<file path="config.mk">
export PLATFORM = sky130hd
export DESIGN_NAME = rle_vli_coder
export DESIGN_NICKNAME = d
export VERILOG_FILES = /design/src/rtl/rle_vli_coder.sv
export SDC_FILE = /design/constraint.sdc
export NUM_CORES = 1
export LEC_CHECK = 0
export ABC_AREA = 0
export BUFFER_PORTS_ARGS = -buffer_cell sky130_fd_sc_hd__buf_4
export CAP_MARGIN = 40
export CORE_MARGIN = 2
export CORE_UTILIZATION = 45
export DETAILED_ROUTE_END_ITERATION = 10
export PLACE_DENSITY = 0.7
export SYNTH_ARGS = -nofsm -noshare
export SYNTH_HDL_FRONTEND = slang
export SYNTH_SLANG_ARGS = --single-unit
</file>
<file path="constraint.sdc">
create_clock -name clk -period 7.4 [get_ports clk]
set_input_delay 1.48 -clock clk [delete_from_list [all_inputs] [get_ports clk]]
set_output_delay 1.48 -clock clk [all_outputs]
set_load 0.02 [all_outputs]
</file>
<file path="src/rtl/rle_vli_coder.sv">
// rle_vli_coder
//   JPEG-style run-length / VLI symbol generator for a single quantised,
//   zig-zag ordered coefficient stream. It sits between the quantiser and the
//   Huffman packer. One DC predictor is kept per colour component. The block
//   emits DC, AC, ZRL (sixteen zeros) and EOB symbols.
//
// Ports
//   clk, rst_n   clock, asynchronous active-low reset
//   in_valid     coefficient valid
//   in_ready     coefficient accepted when in_valid && in_ready
//   in_data      signed coefficient, zig-zag order (index 0 is DC)
//   in_comp      component id, sampled only when the DC coefficient is accepted
//   dc_reset     restart marker, clears every DC predictor
//   out_valid    symbol valid
//   out_ready    symbol consumed when out_valid && out_ready
//   out_type     0=DC 1=AC 2=ZRL 3=EOB
//   out_run      zero run in front of an AC coefficient (15 for ZRL, else 0)
//   out_size     magnitude category
//   out_vli      VLI bits, right-aligned; bits at or above size are 0
//   out_comp     component of the block the symbol belongs to
//   dbg_state    current FSM state (0=DC 1=AC 2=ZRL)
//
// Handshake: both sides use strict valid/ready. A transfer happens on a rising
// edge where valid && ready are both high. in_ready never looks at in_valid.
// While out_valid is high and out_ready is low, every out_* signal holds its
// value. Output is a single registered slot. A symbol appears in the cycle
// after the accept that creates it. A pop and a new accept can happen in the
// same cycle.
module rle_vli_coder #(
    parameter int DATA_WIDTH = 11,
    parameter int NUM_COMP   = 3,
    parameter int BLOCK_LEN  = 64,
    localparam int DIFF_W    = DATA_WIDTH + 1,
    localparam int SIZE_W    = $clog2(DIFF_W + 1),
    localparam int COMP_W    = (NUM_COMP > 1) ? $clog2(NUM_COMP) : 1
) (
    input  logic                  clk,
    input  logic                  rst_n,
    input  logic                  in_valid,
    output logic                  in_ready,
    input  logic [DATA_WIDTH-1:0] in_data,
    input  logic [COMP_W-1:0]     in_comp,
    input  logic                  dc_reset,
    output logic                  out_valid,
    input  logic                  out_ready,
    output logic [1:0]            out_type,
    output logic [3:0]            out_run,
    output logic [SIZE_W-1:0]     out_size,
    output logic [DIFF_W-1:0]     out_vli,
    output logic [COMP_W-1:0]     out_comp,
    output logic [1:0]            dbg_state
);

    localparam int IDX_W = $clog2(BLOCK_LEN);

    localparam logic [1:0] T_DC  = 2'd0;
    localparam logic [1:0] T_AC  = 2'd1;
    localparam logic [1:0] T_ZRL = 2'd2;
    localparam logic [1:0] T_EOB = 2'd3;

    typedef enum logic [1:0] {
        S_DC  = 2'd0,
        S_AC  = 2'd1,
        S_ZRL = 2'd2
    } state_e;

    state_e                       state_q, state_d;
    logic [IDX_W-1:0]             idx_q, idx_d;
    logic [IDX_W-1:0]             run_q, run_d;
    logic [COMP_W-1:0]            comp_q, comp_d;
    logic [DATA_WIDTH-1:0]        pred_q [NUM_COMP];
    logic [DATA_WIDTH-1:0]        pred_d [NUM_COMP];
    logic [DATA_WIDTH-1:0]        hold_coef_q, hold_coef_d;
    logic                         hold_last_q, hold_last_d;

    logic                         out_valid_q, out_valid_d;
    logic [1:0]                   out_type_q, out_type_d;
    logic [3:0]                   out_run_q, out_run_d;
    logic [SIZE_W-1:0]            out_size_q, out_size_d;
    logic [DIFF_W-1:0]            out_vli_q, out_vli_d;
    logic [COMP_W-1:0]            out_comp_q, out_comp_d;

    logic                         slot_free;
    logic                         accept;
    logic                         last_idx;
    logic                         run_big;
    logic [COMP_W-1:0]            comp_sel;
    logic [DATA_WIDTH-1:0]        pred_sel;

    logic                         emit;
    logic [1:0]                   emit_type;
    logic [3:0]                   emit_run;
    logic [DIFF_W-1:0]            emit_val;
    logic [COMP_W-1:0]            emit_comp;
    logic [SIZE_W-1:0]            emit_size;

    // Magnitude category: the bit length of |v|.
    function automatic logic [SIZE_W-1:0] calc_size(input logic [DIFF_W-1:0] v);
        logic [DIFF_W-1:0] mag;
        mag       = v[DIFF_W-1] ? (~v + DIFF_W'(1)) : v;
        calc_size = '0;
        for (int b = 0; b < DIFF_W; b++) begin
            if (mag[b]) calc_size = SIZE_W'(b + 1);
        end
    endfunction

    // A negative value is sent as the low `size` bits of (v - 1), which is its
    // ones' complement.
    function automatic logic [DIFF_W-1:0] calc_vli(input logic [DIFF_W-1:0] v,
                                                   input logic [SIZE_W-1:0] size);
        logic [DIFF_W-1:0] mask;
        mask     = (DIFF_W'(1) << size) - DIFF_W'(1);
        calc_vli = v[DIFF_W-1] ? ((v - DIFF_W'(1)) & mask) : v;
    endfunction

    assign slot_free = !out_valid_q || out_ready;
    assign in_ready  = ((state_q == S_DC) || (state_q == S_AC)) && slot_free;
    assign accept    = in_valid && in_ready;
    assign last_idx  = (idx_q == IDX_W'(BLOCK_LEN - 1));
    assign run_big   = (run_q >= IDX_W'(16));

    // An out-of-range component id falls back to predictor 0.
    always_comb begin
        comp_sel = in_comp;
        if (int'(in_comp) >= NUM_COMP) comp_sel = '0;
    end

    // A dc_reset that arrives together with the DC coefficient already
    // counts for that coefficient.
    assign pred_sel = dc_reset ? '0 : pred_q[comp_sel];

    always_comb begin
        state_d     = state_q;
        idx_d       = idx_q;
        run_d       = run_q;
        comp_d      = comp_q;
        pred_d      = pred_q;
        hold_coef_d = hold_coef_q;
        hold_last_d = hold_last_q;
        emit        = 1'b0;
        emit_type   = T_DC;
        emit_run    = 4'd0;
        emit_val    = '0;
        emit_comp   = comp_q;

        if (dc_reset) begin
            for (int k = 0; k < NUM_COMP; k++) pred_d[k] = '0;
        end

        if (accept) begin
            idx_d = last_idx ? '0 : idx_q + IDX_W'(1);
            if (state_q == S_DC) begin
                comp_d           = comp_sel;
                emit_comp        = comp_sel;
                emit             = 1'b1;
                emit_type        = T_DC;
                emit_val         = {in_data[DATA_WIDTH-1], in_data}
                                 - {pred_sel[DATA_WIDTH-1], pred_sel};
                pred_d[comp_sel] = in_data;
                run_d            = '0;
                state_d          = S_AC;
            end else if (in_data == '0) begin
                run_d = run_q + IDX_W'(1);
                if (last_idx) begin
                    // A trailing zero run collapses into EOB, and any ZRLs
                    // it would have needed are dropped.
                    emit      = 1'b1;
                    emit_type = T_EOB;
                    run_d     = '0;
                    state_d   = S_DC;
                end
            end else if (!run_big) begin
                emit      = 1'b1;
                emit_type = T_AC;
                emit_run  = run_q[3:0];
                emit_val  = {in_data[DATA_WIDTH-1], in_data};
                run_d     = '0;
                if (last_idx) state_d = S_DC;
            end else begin
                // Park the coefficient while the ZRL symbols drain out.
                hold_coef_d = in_data;
                hold_last_d = last_idx;
                state_d     = S_ZRL;
            end
        end else if ((state_q == S_ZRL) && slot_free) begin
            emit = 1'b1;
            if (run_big) begin
                emit_type = T_ZRL;
                emit_run  = 4'd15;
                run_d     = run_q - IDX_W'(16);
            end else begin
                emit_type = T_AC;
                emit_run  = run_q[3:0];
                emit_val  = {hold_coef_q[DATA_WIDTH-1], hold_coef_q};
                run_d     = '0;
                state_d   = hold_last_q ? S_DC : S_AC;
            end
        end
    end

    assign emit_size = calc_size(emit_val);

    always_comb begin
        out_valid_d = out_valid_q && !out_ready;
        out_type_d  = out_type_q;
        out_run_d   = out_run_q;
        out_size_d  = out_size_q;
        out_vli_d   = out_vli_q;
        out_comp_d  = out_comp_q;
        if (emit) begin
            out_valid_d = 1'b1;
            out_type_d  = emit_type;
            out_run_d   = emit_run;
            out_size_d  = emit_size;
            out_vli_d   = calc_vli(emit_val, emit_size);
            out_comp_d  = emit_comp;
        end
    end

    always_ff @(posedge clk or negedge rst_n) begin
        if (!rst_n) begin
            state_q     <= S_DC;
            idx_q       <= '0;
            run_q       <= '0;
            comp_q      <= '0;
            for (int k = 0; k < NUM_COMP; k++) pred_q[k] <= '0;
            hold_coef_q <= '0;
            hold_last_q <= 1'b0;
            out_valid_q <= 1'b0;
            out_type_q  <= '0;
            out_run_q   <= '0;
            out_size_q  <= '0;
            out_vli_q   <= '0;
            out_comp_q  <= '0;
        end else begin
            state_q     <= state_d;
            idx_q       <= idx_d;
            run_q       <= run_d;
            comp_q      <= comp_d;
            pred_q      <= pred_d;
            hold_coef_q <= hold_coef_d;
            hold_last_q <= hold_last_d;
            out_valid_q <= out_valid_d;
            out_type_q  <= out_type_d;
            out_run_q   <= out_run_d;
            out_size_q  <= out_size_d;
            out_vli_q   <= out_vli_d;
            out_comp_q  <= out_comp_d;
        end
    end

    assign out_valid = out_valid_q;
    assign out_type  = out_type_q;
    assign out_run   = out_run_q;
    assign out_size  = out_size_q;
    assign out_vli   = out_vli_q;
    assign out_comp  = out_comp_q;
    assign dbg_state = state_q;

endmodule

</file>
* After elaboration in Yosys (flattened, before gate mapping)
Cells that the tools add are included.
** Word-level totals
- Register bits after elaboration :: 86
- Input port bits :: 18
- Output and inout bits :: 28
- Word-level logic and storage cells :: 121
** Cells by class
- Add/subtract/negate cells :: 7
- $lt $le $gt $ge :: 4
- Eq/ne operators :: 5
- Shifts and indexed selects :: 1
- Muxes and demuxes :: 69
- Bitwise gates (word level) :: 5
- Reductions and logical operators :: 15
** Operators with widths (count)
- $mux W33 :: 3
- $mux W12 :: 8
- $mux W4 :: 17
- $mux W6 :: 8
- $mux W11 :: 4
- $bwmux W33 :: 1
- $mux W2 :: 16
- $bmux W11 S2 :: 1
- $demux W11 S2 :: 1
- $add A12 B1 Y12 const B :: 1
- $add A6 B1 Y6 const B :: 2
- $and A12 B12 Y12 :: 1
- $not A12 Y12 :: 1
- $shl A1 B4 Y12 const A :: 1
- $sub A11 B11 Y12 :: 1
- $sub A12 B1 Y12 const B :: 1
- $sub A12 B2 Y12 const B :: 1
- $logic_not A11 Y1 :: 1
- $mux W1 :: 10
- $eq A6 B6 Y1 const B :: 1
- $ge A6 B5 Y1 const B :: 1
- $sub A6 B5 Y6 const B :: 1
- $logic_and A1 B1 Y1 :: 5
- $ne A4 B2 Y1 const B :: 1
- other kinds (14) :: 18

* Longest topological paths before layout
Gate-level depths: netlist (run 1).
- Depth in word-level cells :: 29
- Mapped depth :: 26
- Gate-level depth less buffers :: 24

* Worst setup path before layout (run 1)
Ideal clock, no wire load.
- Path type :: in2reg
- From :: in in_comp[1]
- To :: reg out_vli_q[6] (netlist: out_vli[6])
- Setup time :: 0.082 ns
- Arrival time :: 6.752 ns
- Data required time :: 7.318 ns
- Slack :: 0.566 ns
- Stages :: 24
- Cell sequence :: inv_1 ha_1 clkbuf_1 mux2i_1 nor2_1 a31oi_1 nor2_1 ha_1 inv_1 fa_1 a222oi_1 ha_1 a21boi_0 and2_1 buf_2 nand3_1 o41ai_2 xnor2_1 o21ai_1 o31ai_1 nand2_1 ha_1 or4_1 a31oi_1
** On the way
- Longest elaborated chain between the ends :: 29
- Elaborated cells between the ends (all ways) :: 30
- Those cells by class :: add/sub: 4; order compare: 1; shift: 1; mux: 21; bitwise: 3
** Ends and longest elaborated chain
- from (decl) :: line 42 : input logic [COMP_W-1:0] in_comp,
- $ge A2 B2 Y1 :: line 125 : if (int'(in_comp) >= NUM_COMP) comp_sel = '0;
- $mux W2 (*) :: line 125
- $not A2 Y3 (implied by the code) (*) :: line 130 : assign pred_sel = dc_reset ? '0 : pred_q[comp_sel];
- $bmux W11 S2 (*) :: line 130
- $mux W11 (implied by the code) (*) (2 in a row) :: line 130
- $mux W11 (*) :: line 130
- $sub A11 B11 Y12 (*) :: line 158 : - {pred_sel[DATA_WIDTH-1], pred_sel};
- $mux W12 (*) :: line 152 : if (state_q == S_DC) begin
- [2 not listed]
- $add A12 B1 Y12 :: line 100 : mag = v[DIFF_W-1] ? (~v + DIFF_W'(1)) : v;
- $mux W12 :: line 100
- $mux W1 :: line 103 : if (mag[b]) calc_size = SIZE_W'(b + 1);
- $mux W4 (11 in a row) :: line 103
- $shl A1 B4 Y12 :: line 112 : mask = (DIFF_W'(1) << size) - DIFF_W'(1);
- $sub A12 B2 Y12 :: line 112
- $and A12 B12 Y12 :: line 113 : calc_vli = v[DIFF_W-1] ? ((v - DIFF_W'(1)) & mask) : v;
- $mux W12 (*) :: line 113
- to (signal assigned) :: line 247 : out_vli_q <= out_vli_d;
- to (decl) :: line 80 : logic [DIFF_W-1:0] out_vli_q, out_vli_d;
Mark *: on every way between the ends. The rest lies on a longest branch, timed or not. The select of a mux whose other input is x is not followed.
A chain may end at the register's enable or synchronous reset.

* Final worst setup path (run 1)
- From :: in in_comp[0]
- To :: reg out_vli_q[6] (netlist: out_vli[6])
The elaborated chain is that of the path after synthesis.

==> impl_metrics.ini, run 1 <==
[clock_tree]
cts-root-buf = clkbuf_16
cts_resized = 0
clk_path_buf_depth = 2
htreeDepth = 3
path_clk_slew_ns = 0.06
cts_setup_buffers = 0
cts.sink_count = 86
ctsHoldBuffers = 0
cts_tree = built
clock_insertion_delay_worst_skew_ns = 0.35
numCtsBuffers = 9

[detailed_routing]
firstDrtPassIters = 5
routedWlPerCell_um = 17.3
drt_iter0_markers = 410
dr_wl_met2_um = 7140
ant_nets = 0
drc = 0
vias_per_cell = 5.86
wl_met3_um = 984
wirelength_um = 15500
m1WireLength_um = 7100
maxUsedRoutingLayer = met4
vias = 5242

[pwr]
power.leakage_nw = 2.86
peakVddDrop_uv = 187
p_total_mw = 1.30
power_density_mw_per_mm2 = 196

[sta]
min_period_ns = 6.67
worst_pin_slew_ns = 0.696
rsz0062_at_grt = no
finalCritPeriodShare_pct = 90.2
setup_slack_ns = 0.727
setup_viol = 0
hold_viol = 0
drv_slew = 0
setup_tns_ns = 0
fmaxAchievable_ghz = 0.150
finalClockSkew_ns = 0.00775
slew_headroom_pct = 53.6

[place]
port_buffers = 45
placed_area_mm2 = 0.00636
pre_cts_ws_ns = 0.418
gp_congestion = 0.943
dp_hpwl_um = 11400

[floorplan]
rows = 41
fp.dieW_um = 118
die-area_mm2 = 0.0139
die_y_um = 118
pin_count = 46
core_mm2 = 0.0126
initial_core_util_pct = 46.1

[synth]
post_synth.cell_area_avg_um2 = 8.54
synth-seq-area-share_pct = 37.0
netlist_area_mm2 = 0.00582
synth_nets = 720
synth_cells = 682
yosysWarnings = 0
synth_top_flop_cell = dfrtp_1
async_flop_share_pct = 100
ys_types = 77
synth_seq_cells = 86
synth_edf_count = 0

[global_routing]
grt_pass1_vias = 5114
antenna_found_initial = 0
grt_max_degree = 59
grt_overflow = 0
grt.total_usage_pct = 23.1
grt_pass1_wl_um = 26100

[worst_setup_path]
path_cells = buf_4, inv_1, ha_1, buf_4, nand3_1, o21ai_0, nand2b_1, fa_1, a222oi_1, buf_4, ha_1, a21boi_0, and2_1, nand3_1, o41ai_2, xnor2_1, o21ai_1, o31ai_1, nand2_1, ha_1, or4_1, a31oi_1
crit_type = in2reg
worstPathArrival_ns = 6.95
worstSetupStartpointType = input port
cp.required_ns = 7.67
critPathBufInv = 4
worstPathMaxFanout = 14
cp_top_family = compound AO/OA/AOI/OAI gates
max_stage_delay_ns = 0.54
cp_slowest_cell = or4_1
endpoint_kind = flop

[layout]
final_common_cell = dfrtp_1
fin_area_mm2 = 0.00666
syn2layout_area_growth_pct = 14.4
mostFrequentLayoutCells = 86 x dfrtp_1, 84 x nand2_1, 78 x o21ai_0, 59 x buf_4, 50 x nand2b_1
antenna_cells = 0
drive_gt1_share_pct = 14.8
nNetsFinal = 756
final_util_pct = 52.8

[hold_path]
hold_path.class = reg2reg

[run]
drv_cap = 0

[run_status]
status = complete, no violations
-- through the flow --
stage | std cells | hold WS [ns]
floorplan | 682 | 0.431
global placement | 876 | 0.449
detailed placement | 879 | 0.458
CTS | 894 | 0.460
global route | 894 | 0.480
finish | 894 | 0.458
-- synthesized netlist by cell type (all sizes together) (3+ instances only) --
library cell,n,area [um^2]
or3,4,25.0
nor4,4,31.3
o211ai,6,50.1
a222oi,3,30.0
clkbuf,27,101
nand4,9,56.3
o22ai,4,25.0
mux2i,17,170
o21ai,80,400
ha,19,238
a221oi,3,43.8
and2,9,56.3
nor2,46,175
inv,13,48.8
xor2,6,60.1
or4,3,22.5
a2bb2oi,3,26.3
nand2,85,322
a31oi,12,81.3
mux2,12,135
and4,3,26.3
a211oi,3,22.5
buf,9,58.8
nor3,18,105
o21a,5,37.5
or2,6,37.5
xnor2,8,70.1
o31ai,5,51.3
a21oi,28,140
a22o,4,35.0
dfrtp,86,2150
and3,7,43.8
nand2b,50,313
o221ai,3,26.3
nor2b,4,27.5
a21o,8,60.1
a221o,4,40.0
nand3,35,188
o2111ai,4,35.0
a22oi,3,22.5
-- where the power goes --
| part | internal [mW] | switching [mW] | total (mW) |
|---|---|---|---|
| Clock | 0.278 | 0.187 | 0.466 |
| Sequential | 0.503 | 0.0260 | 0.529 |
| Combinational | 0.121 | 0.187 | 0.308 |
-- flip-flops by register name, summed over array words and instances (netlist names) --
register	flops
out_comp	2
pred_q	33
out_type	2
out_vli	12
run_q	6
hold_last_q	1
hold_coef_q	11
dbg_state	2
out_valid	1
out_run	4
comp_q	2
idx_q	6
out_size	4
-- layout make-up --
cell class	instances	area, um^2
timing repair buffer	61	482
clock inverter	3	43.8
tap	172	215
inverter	13	48.8
fill	1235	5960
sequential	86	2150
multi-input combinational	547	3460
clock buffer	12	256
-- cell families after synthesis --
| group | count (synthesis) | synth area share [%] |
|---|---|---|
| AND/OR/NAND/NOR | 292 | 25.9 |
| AO/OA/AOI/OAI | 192 | 21.7 |
| flip-flops | 86 | 37.0 |
| buffers and inverters | 49 | 3.59 |
| multiplexers | 29 | 5.24 |
| adder cells (fa/ha/maj) | 20 | 4.43 |
| XOR/XNOR | 14 | 2.24 |
-- final timing paths --
kind | cells after the start | slack [ns] | start | end
worst max-delay path | 22 | 0.73 | in_comp[0] | out_vli[6]
worst min-delay path | 1 | 0.46 | hold_last_q | dbg_state[0]
worst max register to register | 21 | 1.96 | pred_q[11] | out_vli[6]
worst min register to register | 1 | 0.46 | hold_last_q | dbg_state[0]
max in group asynchronous | 2 | 5.71 | rst_n | comp_q[0]
min in group asynchronous | 1 | 1.06 | rst_n | run_q[1]
-- per-layer routing --
metal,vias up,GRT usage [%]
met5,-,0
met4,0,6.93
met3,19,4.94
met2,188,36.7
met1,2488,31.7
li1,2547,-
Note: power is estimated with default switching activity, not from simulation.
==> inputs of run 2 (changes only) <==
- CORE_ASPECT_RATIO: unset -> 0.8
- CORE_UTILIZATION: 45 -> 60
- PLACE_DENSITY: 0.7 -> 0.87
- clock period: 7.4 -> 7.25 ns (I/O delays scaled with it)
==> impl_metrics.ini, run 2 (synthesized netlist as in run 1, its figures left out) <==
[hold_path]
min_from = hold_last_q
holdPathStages = 1
worstHoldEndpoint = dbg_state[0]
hold_path.class = reg2reg

[layout]
antenna_cells = 0
largest_register_ffs = 33
mostFrequentLayoutCells = 86 x dfrtp_1, 84 x nand2_1, 78 x o21ai_0, 62 x buf_4, 50 x nand2b_1
syn2layout_area_growth_pct = 13.8
top_register = pred_q
drive_gt1_share_pct = 15.3
final_common_cell = dfrtp_1
nNetsFinal = 758

[global_routing]
grt_pass1_wl_um = 25700
grt_max_degree = 49
grt.total_usage_pct = 30.9
antenna_found_initial = 0
grt_pass1_vias = 5145
grt_overflow = 0

[sta]
hold_viol = 0
fmaxAchievable_ghz = 0.151
setup_tns_ns = 0
drv_slew = 0
slew_headroom_pct = 40.3
finalClockSkew_ns = 0.0104
min_period_ns = 6.63
finalCritPeriodShare_pct = 91.4
rsz0062_at_grt = no
worst_pin_slew_ns = 0.887
setup_viol = 0

[clock_tree]
cts_setup_buffers = 0
cts_resized = 0
cts_tree = built
numCtsBuffers = 9
htreeDepth = 3
clk_path_buf_depth = 2
path_clk_slew_ns = 0.07
clock_insertion_delay_worst_skew_ns = 0.35
ctsHoldBuffers = 0
cts.sink_count = 86
cts-root-buf = clkbuf_16

[floorplan]
die_y_um = 92.1
initial_core_util_pct = 61.1
core_mm2 = 0.00953
pin_count = 46
fp.dieW_um = 114
die-area_mm2 = 0.0105
rows = 32

[detailed_routing]
vias = 5504
drc = 0
vias_per_cell = 6.52
drt_iter0_markers = 599
wirelength_um = 15800
routedWlPerCell_um = 18.7
ant_nets = 0
firstDrtPassIters = 7

[worst_setup_path]
r2r_setup_slack_ns = 1.83
r2r_cells = 20
r2r_end = out_vli[6]
crit_type = in2reg
worstPathMaxFanout = 12
worstPathArrival_ns = 6.90
cp.required_ns = 7.53
r2r-start = pred_q[11]
endpoint_kind = flop
worstSetupStartpointType = input port

[run]
drv_cap = 0

[pwr]
p_total_mw = 1.36
power.leakage_nw = 2.88
peakVddDrop_uv = 151
power_density_mw_per_mm2 = 206

[place]
dp_hpwl_um = 11200
port_buffers = 45
gp_congestion = 0.934

[run_status]
status = complete, no violations
[run 2: cell types whose count changed in the layout (fill, tap and decap cells not counted)]
| cell | before | now |
|---|---|---|
| bufinv_16 | 1 | 2 |
| clkbuf_8 | 2 | 0 |
| clkbuf_1 | 1 | 0 |
| buf_4 | 59 | 62 |
| inv_6 | 0 | 2 |
| buf_6 | 1 | 0 |
| clkinv_2 | 1 | 2 |
[run 2: worst max-delay path, cell delays in order]
cell	delay (ns)
buf_4	0.09
inv_1	0.05
ha_1	0.20
inv_1	0.31
a31oi_1	0.16
nor2_1	0.12
ha_1	0.16
inv_1	0.06
fa_1	0.41
a211oi_1	0.40
nor2_1	0.11
xor2_1	0.19
a221oi_4	0.46
nand3_1	0.20
o41ai_2	0.42
xnor2_1	0.26
o21ai_1	0.20
o31ai_1	0.49
nand2_1	0.17
ha_1	0.28
or4_1	0.54
a31oi_1	0.16
[run 2: layout make-up]
type / count / area (um^2)
multi-input combinational: 547 / 3460
fill: 746 / 2900
sequential: 86 / 2150
timing repair buffer: 63 / 493
clock buffer: 9 / 225
tap: 119 / 149
clock inverter: 7 / 96.3
inverter: 13 / 48.8
[run 2: through the flow]
stage               hold slack (ns)  util [%]  std cells  cell area, um^2  worst slack (ns)
floorplan                     0.431         -        682             5820             0.446
global placement              0.452      65.8        826             6270             0.757
detailed placement            0.454      66.2        828             6300             0.483
CTS                           0.463      69.5        844             6630             0.773
global route                  0.491      69.5        844             6630             0.246
finish                        0.460      69.5        844             6630             0.624
[run 2: worst max-delay path by stage]
stage	endpoint	cells after the start	startpoint	slack [ns]
2_1_floorplan	out_vli[6]	24	in_comp[1]	0.45
3_3_place_gp	out_vli[6]	22	in_comp[1]	0.76
3_5_place_dp	out_vli[6]	22	in_comp[1]	0.48
4_1_cts	out_vli[6]	22	in_comp[1]	0.77
5_1_grt	out_vli[4]	24	in_comp[1]	0.25
6_report	out_vli[6]	22	in_comp[1]	0.62
[run 2: routing by layer]
metal  vias up  wire [um]  GRT usage (%)  part of all wire (%)
met1      2625       6850           44.2                    43
li1       2551          -              -                     -
met2       298       7090           47.2                    45
met4         0        262           10.4                   1.7
met3        30       1550           6.08                   9.9
met5         -          0              0                     0
[run 2: power by group]
part | switching (mW) | internal [mW] | leakage (nW)
Combinational | 0.196 | 0.125 | 1.58
Sequential | 0.0271 | 0.514 | 1.14
Clock | 0.197 | 0.304 | 0.160
